--- config.mk ---
export PLATFORM = sky130hd
export DESIGN_NAME = fpu_issue_ctrl_flat
export DESIGN_NICKNAME = d
export VERILOG_FILES = /design/src/rtl/fpu_issue_ctrl_if.sv /design/src/rtl/fpu_issue_ctrl.sv /design/src/flat_wrapper.sv
export SDC_FILE = /design/constraint.sdc
export NUM_CORES = 1
export LEC_CHECK = 0
export BUFFER_PORTS_ARGS = -buffer_cell sky130_fd_sc_hd__buf_2
export CAP_MARGIN = 40
export CORE_MARGIN = 5
export CORE_UTILIZATION = 25
export DETAILED_ROUTE_END_ITERATION = 12
export GPL_ROUTABILITY_DRIVEN = 1
export HOLD_SLACK_MARGIN = 0.06
export PLACE_DENSITY = 0.51
export SYNTH_ARGS = -nofsm -noshare
export SYNTH_HDL_FRONTEND = slang
export SYNTH_SLANG_ARGS = --single-unit
--- constraint.sdc ---
create_clock -name clk -period 2.1 [get_ports clk]
set_input_delay 0.21 -clock clk [delete_from_list [all_inputs] [get_ports clk]]
set_output_delay 0.21 -clock clk [all_outputs]
set_load 0.01 [all_outputs]
--- src/rtl/fpu_issue_ctrl_if.sv ---
// Bundle of pipeline request, FPU go/valid and writeback signals for fpu_issue_ctrl.
// master = issue controller side, slave = pipeline/FPU/writeback environment side.
interface fpu_issue_ctrl_if #(
  parameter int OPC_W = 4,
  parameter int RD_W  = 5
);
  logic             req_valid;
  logic             req_ready;
  logic [OPC_W-1:0] req_op;
  logic             req_mode;
  logic [31:0]      req_rs1;
  logic [31:0]      req_rs2;
  logic [RD_W-1:0]  req_rd;
  logic             req_wb_int;
  logic             flush;

  logic [31:0]      fpu_a;
  logic [31:0]      fpu_b;
  logic [OPC_W-1:0] fpu_control;
  logic             fpu_mode;
  logic             fpu_go;
  logic [31:0]      fpu_c;
  logic             fpu_valid;

  logic             wb_valid;
  logic             wb_ready;
  logic [31:0]      wb_data;
  logic [RD_W-1:0]  wb_rd;
  logic             wb_int;

  logic             busy;
  logic             timeout_err;

  modport master (
    input  req_valid, req_op, req_mode, req_rs1, req_rs2, req_rd, req_wb_int, flush,
    output req_ready,
    output fpu_a, fpu_b, fpu_control, fpu_mode, fpu_go,
    input  fpu_c, fpu_valid,
    output wb_valid, wb_data, wb_rd, wb_int,
    input  wb_ready,
    output busy, timeout_err
  );

  modport slave (
    output req_valid, req_op, req_mode, req_rs1, req_rs2, req_rd, req_wb_int, flush,
    input  req_ready,
    input  fpu_a, fpu_b, fpu_control, fpu_mode, fpu_go,
    output fpu_c, fpu_valid,
    input  wb_valid, wb_data, wb_rd, wb_int,
    output wb_ready,
    input  busy, timeout_err
  );
endinterface

--- src/rtl/fpu_issue_ctrl.sv ---
// Core-side initiator for the FPU go/valid handshake, one op outstanding at a time.
// Optional watchdog enabled by defining FPU_TIMEOUT_EN.
module fpu_issue_ctrl #(
  parameter int OPC_W       = 4,
  parameter int RD_W        = 5,
  parameter int TIMEOUT_CYC = 64
) (
  input  logic              clk,
  input  logic              rst,
  fpu_issue_ctrl_if.master  bus
);

  localparam logic [2:0] S_IDLE  = 3'd0;
  localparam logic [2:0] S_GO    = 3'd1;
  localparam logic [2:0] S_WAIT  = 3'd2;
  localparam logic [2:0] S_WB    = 3'd3;
  localparam logic [2:0] S_DRAIN = 3'd4;

  logic [2:0]       state_q, state_d;
  logic [31:0]      a_q, a_d;
  logic [31:0]      b_q, b_d;
  logic [OPC_W-1:0] op_q, op_d;
  logic             mode_q, mode_d;
  logic [RD_W-1:0]  rd_q, rd_d;
  logic             int_q, int_d;
  logic [31:0]      data_q, data_d;

  logic             accept_s;
  logic             tmo_hit_s;

  assign accept_s = bus.req_valid && (state_q == S_IDLE);

`ifdef FPU_TIMEOUT_EN
  localparam int CNT_W = $clog2(TIMEOUT_CYC + 1);

  logic [CNT_W-1:0] cnt_q, cnt_d;
  logic             tmo_err_q, tmo_err_d;

  // Watchdog expiry: the last permitted cycle of WAIT/DRAIN passes without fpu_valid.
  always_comb begin
    tmo_hit_s = 1'b0;
    if (((state_q == S_WAIT) || (state_q == S_DRAIN)) && !bus.fpu_valid) begin
      tmo_hit_s = (cnt_q == CNT_W'(TIMEOUT_CYC - 1));
    end else begin
      tmo_hit_s = 1'b0;
    end
  end

  // Counter restarts whenever WAIT or DRAIN is freshly entered.
  always_comb begin
    cnt_d     = cnt_q;
    tmo_err_d = tmo_err_q | tmo_hit_s;
    if (((state_d == S_WAIT) || (state_d == S_DRAIN)) && (state_d != state_q)) begin
      cnt_d = '0;
    end else if (((state_q == S_WAIT) || (state_q == S_DRAIN)) && !bus.fpu_valid) begin
      cnt_d = cnt_q + CNT_W'(1);
    end else begin
      cnt_d = cnt_q;
    end
  end

  // Watchdog registers; the error flag is sticky until reset.
  always_ff @(posedge clk) begin
    if (rst) begin
      cnt_q     <= '0;
      tmo_err_q <= 1'b0;
    end else begin
      cnt_q     <= cnt_d;
      tmo_err_q <= tmo_err_d;
    end
  end

  assign bus.timeout_err = tmo_err_q;
`else
  // No watchdog in this build; TIMEOUT_CYC only shapes the constant tie-off.
  localparam logic TMO_TIE = (TIMEOUT_CYC > 0) ? 1'b0 : 1'b0;

  assign tmo_hit_s       = 1'b0;
  assign bus.timeout_err = TMO_TIE;
`endif

  // Next-state decode; flush beats a coincident fpu_valid and drops the result.
  always_comb begin
    state_d = state_q;
    case (state_q)
      S_IDLE: begin
        if (accept_s) state_d = S_GO;
        else          state_d = S_IDLE;
      end
      S_GO: begin
        if (bus.flush) state_d = S_DRAIN;
        else           state_d = S_WAIT;
      end
      S_WAIT: begin
        if (tmo_hit_s)          state_d = S_IDLE;
        else if (bus.flush)     state_d = bus.fpu_valid ? S_IDLE : S_DRAIN;
        else if (bus.fpu_valid) state_d = S_WB;
        else                    state_d = S_WAIT;
      end
      S_DRAIN: begin
        if (tmo_hit_s || bus.fpu_valid) state_d = S_IDLE;
        else                            state_d = S_DRAIN;
      end
      S_WB: begin
        if (bus.flush || bus.wb_ready) state_d = S_IDLE;
        else                           state_d = S_WB;
      end
      default: state_d = S_IDLE;
    endcase
  end

  // Operand/tag capture on accept; result capture only on a clean WAIT completion.
  always_comb begin
    a_d    = a_q;
    b_d    = b_q;
    op_d   = op_q;
    mode_d = mode_q;
    rd_d   = rd_q;
    int_d  = int_q;
    data_d = data_q;
    if (accept_s) begin
      a_d    = bus.req_rs1;
      b_d    = bus.req_rs2;
      op_d   = bus.req_op;
      mode_d = bus.req_mode;
      rd_d   = bus.req_rd;
      int_d  = bus.req_wb_int;
    end else begin
      a_d    = a_q;
      b_d    = b_q;
    end
    if ((state_q == S_WAIT) && (state_d == S_WB)) begin
      data_d = bus.fpu_c;
    end else begin
      data_d = data_q;
    end
  end

  // State and datapath registers.
  always_ff @(posedge clk) begin
    if (rst) begin
      state_q <= S_IDLE;
      a_q     <= 32'h0000_0000;
      b_q     <= 32'h0000_0000;
      op_q    <= '0;
      mode_q  <= 1'b0;
      rd_q    <= '0;
      int_q   <= 1'b0;
      data_q  <= 32'h0000_0000;
    end else begin
      state_q <= state_d;
      a_q     <= a_d;
      b_q     <= b_d;
      op_q    <= op_d;
      mode_q  <= mode_d;
      rd_q    <= rd_d;
      int_q   <= int_d;
      data_q  <= data_d;
    end
  end

  assign bus.req_ready   = (state_q == S_IDLE);
  assign bus.busy        = (state_q != S_IDLE);
  assign bus.fpu_go      = (state_q == S_GO);
  assign bus.wb_valid    = (state_q == S_WB);
  assign bus.fpu_a       = a_q;
  assign bus.fpu_b       = b_q;
  assign bus.fpu_control = op_q;
  assign bus.fpu_mode    = mode_q;
  assign bus.wb_data     = data_q;
  assign bus.wb_rd       = rd_q;
  assign bus.wb_int      = int_q;

endmodule
--- src/flat_wrapper.sv ---
// flat-port wrapper written by rule: the top's interface ports become plain ports
module fpu_issue_ctrl_flat 
#(
  parameter int OPC_W       = 4,
  parameter int RD_W        = 5,
  parameter int TIMEOUT_CYC = 64
)
  (clk, rst, bus_req_valid, bus_req_op, bus_req_mode, bus_req_rs1, bus_req_rs2, bus_req_rd, bus_req_wb_int, bus_flush, bus_req_ready, bus_fpu_a, bus_fpu_b, bus_fpu_control, bus_fpu_mode, bus_fpu_go, bus_fpu_c, bus_fpu_valid, bus_wb_valid, bus_wb_data, bus_wb_rd, bus_wb_int, bus_wb_ready, bus_busy, bus_timeout_err);
  fpu_issue_ctrl_if #(.OPC_W(OPC_W), .RD_W(RD_W)) bus_i ();
  input  logic clk;
  input  logic rst;
  input wire logic [$bits(bus_i.req_valid)-1:0] bus_req_valid;
  input wire logic [$bits(bus_i.req_op)-1:0] bus_req_op;
  input wire logic [$bits(bus_i.req_mode)-1:0] bus_req_mode;
  input wire logic [$bits(bus_i.req_rs1)-1:0] bus_req_rs1;
  input wire logic [$bits(bus_i.req_rs2)-1:0] bus_req_rs2;
  input wire logic [$bits(bus_i.req_rd)-1:0] bus_req_rd;
  input wire logic [$bits(bus_i.req_wb_int)-1:0] bus_req_wb_int;
  input wire logic [$bits(bus_i.flush)-1:0] bus_flush;
  output wire logic [$bits(bus_i.req_ready)-1:0] bus_req_ready;
  output wire logic [$bits(bus_i.fpu_a)-1:0] bus_fpu_a;
  output wire logic [$bits(bus_i.fpu_b)-1:0] bus_fpu_b;
  output wire logic [$bits(bus_i.fpu_control)-1:0] bus_fpu_control;
  output wire logic [$bits(bus_i.fpu_mode)-1:0] bus_fpu_mode;
  output wire logic [$bits(bus_i.fpu_go)-1:0] bus_fpu_go;
  input wire logic [$bits(bus_i.fpu_c)-1:0] bus_fpu_c;
  input wire logic [$bits(bus_i.fpu_valid)-1:0] bus_fpu_valid;
  output wire logic [$bits(bus_i.wb_valid)-1:0] bus_wb_valid;
  output wire logic [$bits(bus_i.wb_data)-1:0] bus_wb_data;
  output wire logic [$bits(bus_i.wb_rd)-1:0] bus_wb_rd;
  output wire logic [$bits(bus_i.wb_int)-1:0] bus_wb_int;
  input wire logic [$bits(bus_i.wb_ready)-1:0] bus_wb_ready;
  output wire logic [$bits(bus_i.busy)-1:0] bus_busy;
  output wire logic [$bits(bus_i.timeout_err)-1:0] bus_timeout_err;
  assign bus_i.req_valid = bus_req_valid;
  assign bus_i.req_op = bus_req_op;
  assign bus_i.req_mode = bus_req_mode;
  assign bus_i.req_rs1 = bus_req_rs1;
  assign bus_i.req_rs2 = bus_req_rs2;
  assign bus_i.req_rd = bus_req_rd;
  assign bus_i.req_wb_int = bus_req_wb_int;
  assign bus_i.flush = bus_flush;
  assign bus_req_ready = bus_i.req_ready;
  assign bus_fpu_a = bus_i.fpu_a;
  assign bus_fpu_b = bus_i.fpu_b;
  assign bus_fpu_control = bus_i.fpu_control;
  assign bus_fpu_mode = bus_i.fpu_mode;
  assign bus_fpu_go = bus_i.fpu_go;
  assign bus_i.fpu_c = bus_fpu_c;
  assign bus_i.fpu_valid = bus_fpu_valid;
  assign bus_wb_valid = bus_i.wb_valid;
  assign bus_wb_data = bus_i.wb_data;
  assign bus_wb_rd = bus_i.wb_rd;
  assign bus_wb_int = bus_i.wb_int;
  assign bus_i.wb_ready = bus_wb_ready;
  assign bus_busy = bus_i.busy;
  assign bus_timeout_err = bus_i.timeout_err;
  fpu_issue_ctrl #(.OPC_W(OPC_W), .RD_W(RD_W), .TIMEOUT_CYC(TIMEOUT_CYC)) u_core (.clk(clk), .rst(rst), .bus(bus_i));
endmodule
==> impl_metrics.env <==
export IMPL_grt_max_degree=75
export IMPL_synth_most_common_cell="nand2_1"
export IMPL_timing_final_crit_period_ns=1.74
export IMPL_drv_slew=0
export IMPL_clk_latency_ns=0.35
export IMPL_syn_cell_area_um2=4220
export IMPL_worstPathRequired_ns=2.31
export IMPL_hold_path_class="input pin to register"
export IMPL_internal_power_uw=3320
export IMPL_dpl_cell_area_um2=5530
export IMPL_p_seq_share_pct=50.1
export IMPL_synth_cell_type_count=26
export IMPL_nNetsFinal=810
export IMPL_drtIter0Drc=138
export IMPL_synth_common_cells="nand2_1 (151), dfxtp_1 (110), a21oi_1 (77)"
export IMPL_hold_viol_final=0
export IMPL_start_util_pct=25.5
export IMPL_path_buf_inv=1
export IMPL_cts_buffer_depth=2
export IMPL_p_clk_share_pct=36.0
export IMPL_dp_hpwl_um=8860
export IMPL_netlist_instances=493
export IMPL_tightest_slew_ns=0.598
export IMPL_wl_per_cell_um=13.4
export IMPL_ff2ff_path_depth=4
export IMPL_synth_top_area_cell="dfxtp_1"
export IMPL_ys_seq_area_share_pct=52.1
export IMPL_final_layout_size_suffix_gt1_share_pct=35.8
export IMPL_outcome="finished, final reports clean"
export IMPL_critical_path_cell_chain="or4b_2 -> buf_4 -> nand2_1 -> a21oi_1"
export IMPL_cts_sinks=110
export IMPL_swShare_pct=25.8
export IMPL_dr_total_vias=3799
export IMPL_clk_pin_slew_ns=0.07
export IMPL_die_w_um=140
export IMPL_core_area_um2=16600
export IMPL_grt_pass1_vias=3709
export IMPL_cp_slowest_stage_delay_ns=0.71
export IMPL_htree_levels=3
export IMPL_vdd_ir_drop_max_mv=0.404
export IMPL_final_area_um2=5810
export IMPL_crit_fanout=43
export IMPL_synth_top_area_share_pct=52.1
export IMPL_timing_fmax_mhz=576
export IMPL_die_area_um2=19600
export IMPL_die_h_um=140
export IMPL_diodes=0
export IMPL_min_from="bus_req_rs1[30]"
export IMPL_grt_use_total_pct=12.1
export IMPL_cp_end_kind="register"
export IMPL_grt_pass1_wl_um=19500
export IMPL_maxSlewHeadroom_pct=60.2
export IMPL_setup_tns_ns=0
export IMPL_place_congestion=0.726
export IMPL_r2r_slack_ns=0.36
export IMPL_synth_area_leaders="dfxtp_1 (52%), nand2_1 (13%), nand2b_1 (9.5%), a21oi_1 (9.1%), mux2i_1 (7.6%)"
export IMPL_clockRootBuffer="clkbuf_16"
export IMPL_final_util_pct=35.0
export IMPL_ioPinCount=225
export IMPL_worstSetupPathType="register to register"
export IMPL_rows=47
export IMPL_yosys_warnings=0
export IMPL_synthToLayoutAreaGrowth_pct=37.6
export IMPL_combPwrFrac_pct=13.8
export IMPL_totalWireLength_um=12300
export IMPL_finClkSkew_ns=0.00714
export IMPL_io_buffers=223
export IMPL_cts_tree="done"
export IMPL_async_flop_share_pct=0
export IMPL_antenna_found_initial=1
export IMPL_viasPerCell=4.12
export IMPL_ys_seq_elements=110
export IMPL_p_leak_uw=0.00266
export IMPL_remaining_drc_errors=0
export IMPL_crit_family="simple AND/OR/NAND/NOR gates"
export IMPL_power_switching_uw=1160
export IMPL_maxCapViolCount=0
export IMPL_synth_enable_flop_cells=0
export IMPL_synth_net_count=606
export IMPL_start_kind="register"
export IMPL_power_density_nw_per_um2=770
export IMPL_holdPathStages=3
export IMPL_drtPass1Iterations=4
export IMPL_cp_arrival_ns=1.94
export IMPL_synth_top_flop_cell="dfxtp_1"
export IMPL_nFillCells=1814
export IMPL_fin_crit_sh_pct=82.6
export IMPL_cp_slowest_cell="or4b_2"
export IMPL_antenna_left=0
export IMPL_rr_startpoint="u_core.state_q[1]$_SDFF_PP0_"
export IMPL_holdPathEnd="u_core.bus.fpu_a[30]$_SDFFE_PP0P_"
export IMPL_regArea_um2=2200
export IMPL_cts_buffers_inserted=9
export IMPL_final_setup_viol_count=0
export IMPL_gr_total_overflow=0
export IMPL_rsz0062_at_grt="false"
export IMPL_r2r_end="u_core.bus.fpu_control[1]$_SDFFE_PP0P_"
export IMPL_multiInputGateArea_um2=1810
export IMPL_synth_avg_cell_area_um2=8.57
-- flip-flops by register name (all words and copies together) (netlist names) --
| register | count |
|---|---|
| u_core.bus.fpu_mode | 1 |
| u_core.bus.wb_rd | 5 |
| u_core.bus.fpu_b | 32 |
| u_core.bus.fpu_a | 32 |
| u_core.bus.fpu_control | 4 |
| u_core.bus.wb_int | 1 |
| u_core.bus.wb_data | 32 |
| u_core.state_q | 3 |
-- how the worst max path moves through the flow --
stage / start / end / slack [ns] / cells after the start
finish: u_core.state_q[1]$_SDFF_PP0_ / u_core.bus.fpu_control[1]$_SDFFE_PP0P_ / 0.36 / 4
global route: u_core.state_q[1]$_SDFF_PP0_ / u_core.bus.wb_data[19]$_SDFFE_PP0P_ / 0.24 / 4
CTS: u_core.state_q[1]$_SDFF_PP0_ / u_core.bus.wb_rd[1]$_SDFFE_PP0P_ / 0.35 / 4
detailed placement: u_core.state_q[1]$_SDFF_PP0_ / u_core.bus.fpu_control[1]$_SDFFE_PP0P_ / 0.36 / 4
global placement: u_core.state_q[1]$_SDFF_PP0_ / u_core.bus.fpu_control[1]$_SDFFE_PP0P_ / 0.38 / 4
floorplan: u_core.state_q[1]$_SDFF_PP0_ / u_core.bus.fpu_a[10]$_SDFFE_PP0P_ / 0.55 / 7
-- through the flow --
step	instances	hold WS [ns]	setup slack [ns]	total power [uW]
3_5_place_dp	905	0.435	0.364	2920
4_1_cts	921	0.0719	0.355	4580
2_1_floorplan	493	0.320	0.554	2640
3_3_place_gp	905	0.439	0.375	2920
6_report	921	0.0933	0.365	4480
5_1_grt	921	0.0775	0.237	4720
-- power groups by stage --
stage	clock network, uW	logic [uW]	registers [uW]
after global routing	1770	695	2260
after CTS	1700	636	2240
after floorplan	0	298	2340
after detailed placement	0	634	2290
final	1610	620	2240
after global placement	0	633	2290
-- logic make-up after synthesis --
kind of cell	share of synthesized area (%)
flip-flops	52.1
multiplexers	7.58
buffers and inverters	5.27
AO/OA/AOI/OAI	9.75
other	0.0888
AND/OR/NAND/NOR	25.2
-- layout make-up --
class / instances / area share [%]
tap: 220 / 4.74
multi-input combinational: 342 / 31.1
inverter: 1 / 0.0646
clock inverter: 4 / 0.388
sequential: 110 / 37.9
timing repair buffer: 233 / 21.4
clock buffer: 11 / 4.35
-- metal layers --
| layer | track usage, % | routed length [um] | share of wire, % | up-vias |
|---|---|---|---|---|
| li1 | - | - | - | 1980 |
| met1 | 14.8 | 5370 | 44 | 1677 |
| met2 | 19.7 | 5750 | 47 | 132 |
| met3 | 5.73 | 1090 | 8.9 | 8 |
| met4 | 2.55 | 99 | 0.80 | 2 |
| met5 | 0 | 13 | 0.11 | - |
-- placed cells by master (no fill, tap or decap), drive strengths merged --
cell type      n
clkbuf        11
nand2        151
inv            1
buf          232
a21oi         77
dlygate4sd3    1
mux2i         32
a21o           1
nor2           1
nor2b          1
o211ai         1
conb           1
nor3           2
dfxtp        110
nor4b          1
nand2b        64
nor3b          2
clkinvlp       1
nand3          1
o21ai          1
or3b           1
clkinv         3
and2           1
a31oi          1
or4b           1
and3b          1
nand3b         1
-- worst reg2reg max path: stages (launching register included) --
cell and delay [ns]:
dfxtp_1 0.40, or4b_2 0.71, buf_4 0.29, nand2_1 0.14, a21oi_1 0.07
-- repair_timing --
item                      in CTS  in global routing
buffers inserted               0                  0
gates resized for setup        0                  0
hold buffers                   1                  0
hold endpoints to repair       1                  0
No activity file was read; power rests on OpenSTA's default activity.
